===== src/rtl/multicycle_control_if.sv =====
// Control bundle between the multicycle controller and its datapath/SRAM.
// Timing contract (no valid/ready pair): controller outputs are combinational from its state and
// are valid for the whole cycle. op_code and alu_function are held from DECODE until the
// instruction returns to FETCH. zero is sampled in BRANCH.
interface multicycle_control_if;
  logic [5:0] op_code;
  logic [5:0] alu_function;
  logic       zero;
  logic       cs;
  logic       oe;
  logic       rw;
  logic       pc_write;
  logic       ir_write;
  logic       reg_write;
  logic       reg_dst;
  logic       alu_src;
  logic       mem_to_reg;
  logic       branch;
  logic       jump;
  logic       jump_reg;
  logic [5:0] alu_op;
  logic [3:0] state;
  logic       illegal;

  modport master (
    input  op_code, alu_function, zero,
    output cs, oe, rw, pc_write, ir_write, reg_write, reg_dst, alu_src,
           mem_to_reg, branch, jump, jump_reg, alu_op, state, illegal
  );

  modport slave (
    output op_code, alu_function, zero,
    input  cs, oe, rw, pc_write, ir_write, reg_write, reg_dst, alu_src,
           mem_to_reg, branch, jump, jump_reg, alu_op, state, illegal
  );
endinterface


===== src/rtl/multicycle_control.sv =====
// Multicycle MIPS-subset controller: FETCH/DECODE/EXECUTE/MEM/WRITEBACK sequencing with a
// shared active-low SRAM port whose accesses last MEM_WAIT+1 cycles.
module multicycle_control #(
  parameter int MEM_WAIT = 2
) (
  input  logic                  clk,
  input  logic                  rst,
  multicycle_control_if.master  bus
);
  typedef enum logic [3:0] {
    FETCH     = 4'd0,
    DECODE    = 4'd1,
    EXECUTE   = 4'd2,
    MEM_READ  = 4'd3,
    MEM_WRITE = 4'd4,
    WRITEBACK = 4'd5,
    BRANCH    = 4'd6,
    JUMP      = 4'd7,
    ILLEGAL   = 4'd8
  } state_t;

  localparam logic [5:0] OP_RTYPE = 6'b000000;
  localparam logic [5:0] OP_LW    = 6'b100011;
  localparam logic [5:0] OP_SW    = 6'b101011;
  localparam logic [5:0] OP_ADDI  = 6'b001000;
  localparam logic [5:0] OP_BEQ   = 6'b000100;
  localparam logic [5:0] OP_BNE   = 6'b000101;
  localparam logic [5:0] OP_J     = 6'b000010;
  localparam logic [5:0] FN_JR    = 6'b001000;
  localparam logic [5:0] ALU_ADD  = 6'b100000;
  localparam logic [5:0] ALU_SUB  = 6'b100010;
  localparam logic [3:0] WAIT_LAST = 4'(MEM_WAIT);

  state_t     state_q, state_d;
  logic [3:0] cnt_q;
  logic       active_q;
  logic       in_access;
  logic       done;

  assign in_access = (state_q == FETCH) || (state_q == MEM_READ) || (state_q == MEM_WRITE);
  assign done      = (cnt_q == WAIT_LAST);

  // active_q holds the machine idle for the partial cycle after reset release, so the first
  // rising edge starts FETCH with the counter at zero.
  always_ff @(posedge clk or posedge rst) begin
    if (rst) begin
      state_q  <= FETCH;
      cnt_q    <= 4'd0;
      active_q <= 1'b0;
    end else begin
      active_q <= 1'b1;
      state_q  <= state_d;
      if (state_d != state_q)
        cnt_q <= 4'd0;
      else if (active_q && in_access)
        cnt_q <= cnt_q + 4'd1;
    end
  end

  always_comb begin
    state_d        = state_q;
    bus.cs         = 1'b1;
    bus.oe         = 1'b1;
    bus.rw         = 1'b1;
    bus.pc_write   = 1'b0;
    bus.ir_write   = 1'b0;
    bus.reg_write  = 1'b0;
    bus.reg_dst    = 1'b0;
    bus.alu_src    = 1'b0;
    bus.mem_to_reg = 1'b0;
    bus.branch     = 1'b0;
    bus.jump       = 1'b0;
    bus.jump_reg   = 1'b0;
    bus.alu_op     = ALU_ADD;
    bus.illegal    = 1'b0;
    if (active_q) begin
      case (state_q)
        FETCH: begin
          bus.cs = 1'b0;
          bus.oe = 1'b0;
          if (done) begin
            bus.ir_write = 1'b1;
            bus.pc_write = 1'b1;
            state_d      = DECODE;
          end
        end
        DECODE: begin
          case (bus.op_code)
            OP_RTYPE:              state_d = (bus.alu_function == FN_JR) ? JUMP : EXECUTE;
            OP_LW, OP_SW, OP_ADDI: state_d = EXECUTE;
            OP_BEQ, OP_BNE:        state_d = BRANCH;
            OP_J:                  state_d = JUMP;
            default:               state_d = ILLEGAL;
          endcase
        end
        EXECUTE: begin
          if (bus.op_code == OP_RTYPE) begin
            bus.alu_op = bus.alu_function;
          end else begin
            bus.alu_src = 1'b1;
          end
          if (bus.op_code == OP_LW)      state_d = MEM_READ;
          else if (bus.op_code == OP_SW) state_d = MEM_WRITE;
          else                           state_d = WRITEBACK;
        end
        MEM_READ: begin
          bus.cs      = 1'b0;
          bus.oe      = 1'b0;
          bus.alu_src = 1'b1;
          if (done) state_d = WRITEBACK;
        end
        MEM_WRITE: begin
          bus.cs      = 1'b0;
          bus.rw      = 1'b0;
          bus.alu_src = 1'b1;
          if (done) state_d = FETCH;
        end
        WRITEBACK: begin
          bus.reg_write  = 1'b1;
          bus.reg_dst    = (bus.op_code == OP_RTYPE);
          bus.mem_to_reg = (bus.op_code == OP_LW);
          state_d        = FETCH;
        end
        BRANCH: begin
          bus.alu_op   = ALU_SUB;
          bus.branch   = 1'b1;
          bus.pc_write = (bus.op_code == OP_BEQ) ? bus.zero : !bus.zero;
          state_d      = FETCH;
        end
        JUMP: begin
          bus.pc_write = 1'b1;
          bus.jump     = (bus.op_code == OP_J);
          bus.jump_reg = (bus.op_code == OP_RTYPE);
          state_d      = FETCH;
        end
        ILLEGAL: begin
          bus.illegal = 1'b1;
        end
        default: state_d = ILLEGAL;
      endcase
    end
  end

  assign bus.state = state_q;
endmodule

===== src/flat_wrapper.sv =====
// flat-port wrapper written by rule: the top's interface ports become plain ports
module multicycle_control_flat 
#(
  parameter int MEM_WAIT = 2
)
  (clk, rst, bus_op_code, bus_alu_function, bus_zero, bus_cs, bus_oe, bus_rw, bus_pc_write, bus_ir_write, bus_reg_write, bus_reg_dst, bus_alu_src, bus_mem_to_reg, bus_branch, bus_jump, bus_jump_reg, bus_alu_op, bus_state, bus_illegal);
  multicycle_control_if bus_i ();
  input  logic clk;
  input  logic rst;
  input wire logic [$bits(bus_i.op_code)-1:0] bus_op_code;
  input wire logic [$bits(bus_i.alu_function)-1:0] bus_alu_function;
  input wire logic [$bits(bus_i.zero)-1:0] bus_zero;
  output wire logic [$bits(bus_i.cs)-1:0] bus_cs;
  output wire logic [$bits(bus_i.oe)-1:0] bus_oe;
  output wire logic [$bits(bus_i.rw)-1:0] bus_rw;
  output wire logic [$bits(bus_i.pc_write)-1:0] bus_pc_write;
  output wire logic [$bits(bus_i.ir_write)-1:0] bus_ir_write;
  output wire logic [$bits(bus_i.reg_write)-1:0] bus_reg_write;
  output wire logic [$bits(bus_i.reg_dst)-1:0] bus_reg_dst;
  output wire logic [$bits(bus_i.alu_src)-1:0] bus_alu_src;
  output wire logic [$bits(bus_i.mem_to_reg)-1:0] bus_mem_to_reg;
  output wire logic [$bits(bus_i.branch)-1:0] bus_branch;
  output wire logic [$bits(bus_i.jump)-1:0] bus_jump;
  output wire logic [$bits(bus_i.jump_reg)-1:0] bus_jump_reg;
  output wire logic [$bits(bus_i.alu_op)-1:0] bus_alu_op;
  output wire logic [$bits(bus_i.state)-1:0] bus_state;
  output wire logic [$bits(bus_i.illegal)-1:0] bus_illegal;
  assign bus_i.op_code = bus_op_code;
  assign bus_i.alu_function = bus_alu_function;
  assign bus_i.zero = bus_zero;
  assign bus_cs = bus_i.cs;
  assign bus_oe = bus_i.oe;
  assign bus_rw = bus_i.rw;
  assign bus_pc_write = bus_i.pc_write;
  assign bus_ir_write = bus_i.ir_write;
  assign bus_reg_write = bus_i.reg_write;
  assign bus_reg_dst = bus_i.reg_dst;
  assign bus_alu_src = bus_i.alu_src;
  assign bus_mem_to_reg = bus_i.mem_to_reg;
  assign bus_branch = bus_i.branch;
  assign bus_jump = bus_i.jump;
  assign bus_jump_reg = bus_i.jump_reg;
  assign bus_alu_op = bus_i.alu_op;
  assign bus_state = bus_i.state;
  assign bus_illegal = bus_i.illegal;
  multicycle_control #(.MEM_WAIT(MEM_WAIT)) u_core (.clk(clk), .rst(rst), .bus(bus_i));
endmodule

===== config.mk =====
export PLATFORM = sky130hd
export DESIGN_NAME = multicycle_control_flat
export DESIGN_NICKNAME = d
export VERILOG_FILES = /design/src/rtl/multicycle_control_if.sv /design/src/rtl/multicycle_control.sv /design/src/flat_wrapper.sv
export SDC_FILE = /design/constraint.sdc
export NUM_CORES = 1
export LEC_CHECK = 0
export CAP_MARGIN = 25
export CORE_MARGIN = 10
export CORE_UTILIZATION = 40
export DETAILED_ROUTE_END_ITERATION = 10
export PLACE_DENSITY = 0.75
export SLEW_MARGIN = 20
export SYNTH_ARGS = -nofsm -noshare
export SYNTH_HDL_FRONTEND = slang
export SYNTH_SLANG_ARGS = --single-unit

===== constraint.sdc =====
create_clock -name clk -period 6.3 [get_ports clk]
set_clock_uncertainty 0.2 [all_clocks]
set_input_delay 0.945 -clock clk [delete_from_list [all_inputs] [get_ports clk]]
set_output_delay 0.945 -clock clk [all_outputs]
set_load 0.01 [all_outputs]

==> out/metrics.yaml, run 1 <==
outcome:
  status: "completed"
final_layout:
  final-seq-area_sq_um: 225
  fin_cells: 181
  diodes: 0
  nets: 171
  fin_util_pct: 60.2
  drive_gt1_share_pct: 9.80
  fill_cells: 209
  multi_input_area_sq_um: 661
  syn_to_final_growth_pct: 41.9
critical_path:
  cp.required_ns: 5.15
  cp-end-kind: "output pin"
  worstSetupPathType: "input port to output pin"
  crit_path_start_kind: "input port"
  path_max_fanout: 6
  cp.arrival_ns: 3.45
grt:
  grt_first_pass_wirelength_mm: 4.83
  grt_use_total_pct: 12.8
  overflow: 0
  grt_max_degree: 18
  grt_pass1_vias: 1027
  antenna_found_initial: 0
synth:
  synth_flop_cell: "dfrtp_1"
  syn_inst: 117
  synth.avg_cell_area_sq_um: 8.10
  synthArstFlopShare_pct: 100
  synth_area_leaders: "dfrtp_1 24%, nor2_1 5.2%, nor4_1 4.6%"
  syn-cell-area_sq_um: 947
  synth_edf_count: 0
  ys_ff_latch: 9
  synth_top_area_cell: "dfrtp_1"
  synth_top_area_share_pct: 23.8
  synth_nets: 134
  ys_types: 53
  ys_seq_area_share_pct: 23.8
  yosys_warnings: 0
pwr:
  p_leak_nw: 0.509
  power_density_nw_per_um2: 137
  peakVddDrop_mv: 0.117
placement:
  dp.final_hpwl_mm: 2.43
  place.gp.congestion: 0.828
  dpl.cell_count: 177
  port_buffers: 37
routing:
  firstDrtPassIters: 4
  drtAntennaViolNets: 0
  vias: 1046
  post_drt_via_cell_ratio: 5.78
  remaining_drc_errors: 0
  wl_per_cell_microns: 16.6
  wirelength_mm: 3.00
  first_iter_violations: 44
cts:
  htreeDepth: 1
  clk_latency_ns: 0.24
  root_buffer: "clkbuf_4"
  cts_inserted_buffers: 3
  postCtsSetupBuffers: 0
  clkSinkCount: 9
  clkSlewWorstSetupHoldPaths_ns: 0.05
  cts-hold-fix-buffers: 0
  cts_resized: 0
  cts_tree: "yes"
  cts_buffer_depth: 2
timing:
  drv_slew: 0
  rsz0062_at_grt: "no"
  setup_viol_count_final: 0
  finalCriticalPeriod_ns: 4.60
  finalHoldViolCount: 0
  post-route-period-util_pct: 73.0
  timing.fmax_ghz: 0.217
  tightest_slew_ns: 0.627
  slew_headroom_pct: 58.1
  tns_ns: 0
floorplan:
  start_util_pct: 42.4
  die_w_microns: 68.7
  ioPinCount: 38
  dieArea_sq_um: 4710
  std_cell_rows: 17
  core_sq_um: 2230
  die_y_microns: 68.7
job:
  max_cap_viol_count: 0
worst_hold_path:
  worstHoldPathType: "flip-flop to flip-flop"
synth_stat cells, types with 2 or more instances:
master,instances
nor2_1,13
dfrtp_1,9
inv_1,7
nor4_1,7
and2_1,6
nand2_1,5
o21ai_0,5
a21oi_1,3
nand3_1,3
nor2b_1,3
a211oi_1,2
a21o_1,2
a31oi_1,2
buf_4,2
ha_1,2
nand2b_1,2
nand4b_1,2
nor3_1,2
nor4b_1,2
o211ai_1,2
o31ai_1,2
or2_2,2
xor2_1,2
final cells by class:
class | instances | area share [%]
Clock buffer | 4 | 1.96
Inverter | 7 | 1.96
Multi-Input combinational cell | 96 | 49.2
Sequential cell | 9 | 16.8
Tap cell | 28 | 2.61
Timing Repair Buffer | 37 | 27.6
placed cells by master, fill, tap and decap left out, types with 2 or more instances in the layout:
cell and instances:
clkbuf_4 3, o21ai_0 5, nand2b_1 2, nor2_1 13, and2_1 6, a21oi_1 3, ha_1 2, o31ai_1 2
nand3_1 3, nor4b_1 2, nand2_1 5, xor2_1 2, nor2b_1 3, o211ai_1 2, nor3_1 2, a211oi_1 2
nand4b_1 2, clkdlybuf4s50_1 37, inv_1 7, nor4_1 7, or2_2 2, a21o_1 2, a31oi_1 2, dfrtp_1 9
sequential cells by signal, indices dropped and copies added (netlist names):
name / cells
u_core.bus.state: 4
u_core.active_q: 1
u_core.cnt_q: 4
stage by stage:
step / cell area [sq um] / total power, mW / hold WS, ns / setup slack, ns
floorplan: 947 / 0.117 / 0.359 / 2.82
global placement: 1320 / 0.140 / 0.382 / 1.77
detailed placement: 1320 / 0.144 / 0.397 / 1.70
CTS: 1340 / 0.186 / 0.403 / 1.70
global route: 1340 / 0.200 / 0.441 / 1.60
finish: 1340 / 0.184 / 0.404 / 1.70
worst paths after layout:
| path | start | end | slack (ns) | cells after the start |
|---|---|---|---|---|
| max | bus_op_code[5] | bus_alu_op[1] | 1.70 | 6 |
| min | u_core.cnt_q[1] | u_core.cnt_q[1] | 0.40 | 2 |
| max reg2reg | u_core.cnt_q[0] | u_core.cnt_q[3] | 4.05 | 6 |
| min reg2reg | u_core.cnt_q[1] | u_core.cnt_q[1] | 0.40 | 2 |
| max in group asynchronous | rst | u_core.cnt_q[2] | 4.91 | 2 |
| min in group asynchronous | rst | u_core.bus.state[1] | 0.75 | 2 |
power breakdown:
group	switching [mW]	leakage [nW]	total (mW)	internal, mW
Combinational	0.0334	0.379	0.0650	0.0315
Sequential	0.0112	0.116	0.0788	0.0676
Clock	0.0160	0.0150	0.0402	0.0241
metal layers:
layer	share of wire, %	routed length [microns]	global-route usage, %	vias up
li1	-	-	-	520
met1	45	1340	16.0	484
met2	46	1370	22.0	42
met3	9.6	288	3.06	0
met4	0	0	2.26	0
met5	0	0	0	-
cell families (layout without fill, tap and decap cells):
| group | Yosys count | count (layout) | share of synthesized area (%) |
|---|---|---|---|
| xor+xnor | 3 | 3 | 2.77 |
| other cells | 1 | 1 | 0.396 |
| simple gates | 59 | 59 | 39.5 |
| flops | 9 | 9 | 23.8 |
| fa+ha+maj | 2 | 2 | 2.64 |
| compound gates | 31 | 31 | 24.4 |
| buf+inv | 12 | 48 | 6.47 |
worst max-delay path: stages:
cell	delay, ns
clkdlybuf4s50_1	0.49
or4_4	0.60
or3_4	0.38
nor4_4	0.32
a21o_2	0.19
clkdlybuf4s50_1	0.54
Power figures use the tool's default switching activity.
==> run 2, diff against run 1 <==
==> constraint.sdc (replaced) <==
create_clock -name clk -period 4.45 [get_ports clk]
set_clock_uncertainty 0.2 [all_clocks]
set_input_delay 0.6675 -clock clk [delete_from_list [all_inputs] [get_ports clk]]
set_output_delay 0.6675 -clock clk [all_outputs]
set_load 0.01 [all_outputs]
==> results of run 2 <==
The final DEF is identical to that of run 1. Status: completed.
Main changes from that run: final weighted congestion in routability-driven placement 0.828 -> 0.829; setup slack after placement 1.70 ns -> 0.409 ns; setup slack after layout 1.70 ns -> 0.406 ns; register-to-register setup slack 4.05 ns -> 2.20 ns; total power 0.184 mW -> 0.260 mW; worst IR drop on VDD 0.117 mV -> 0.165 mV
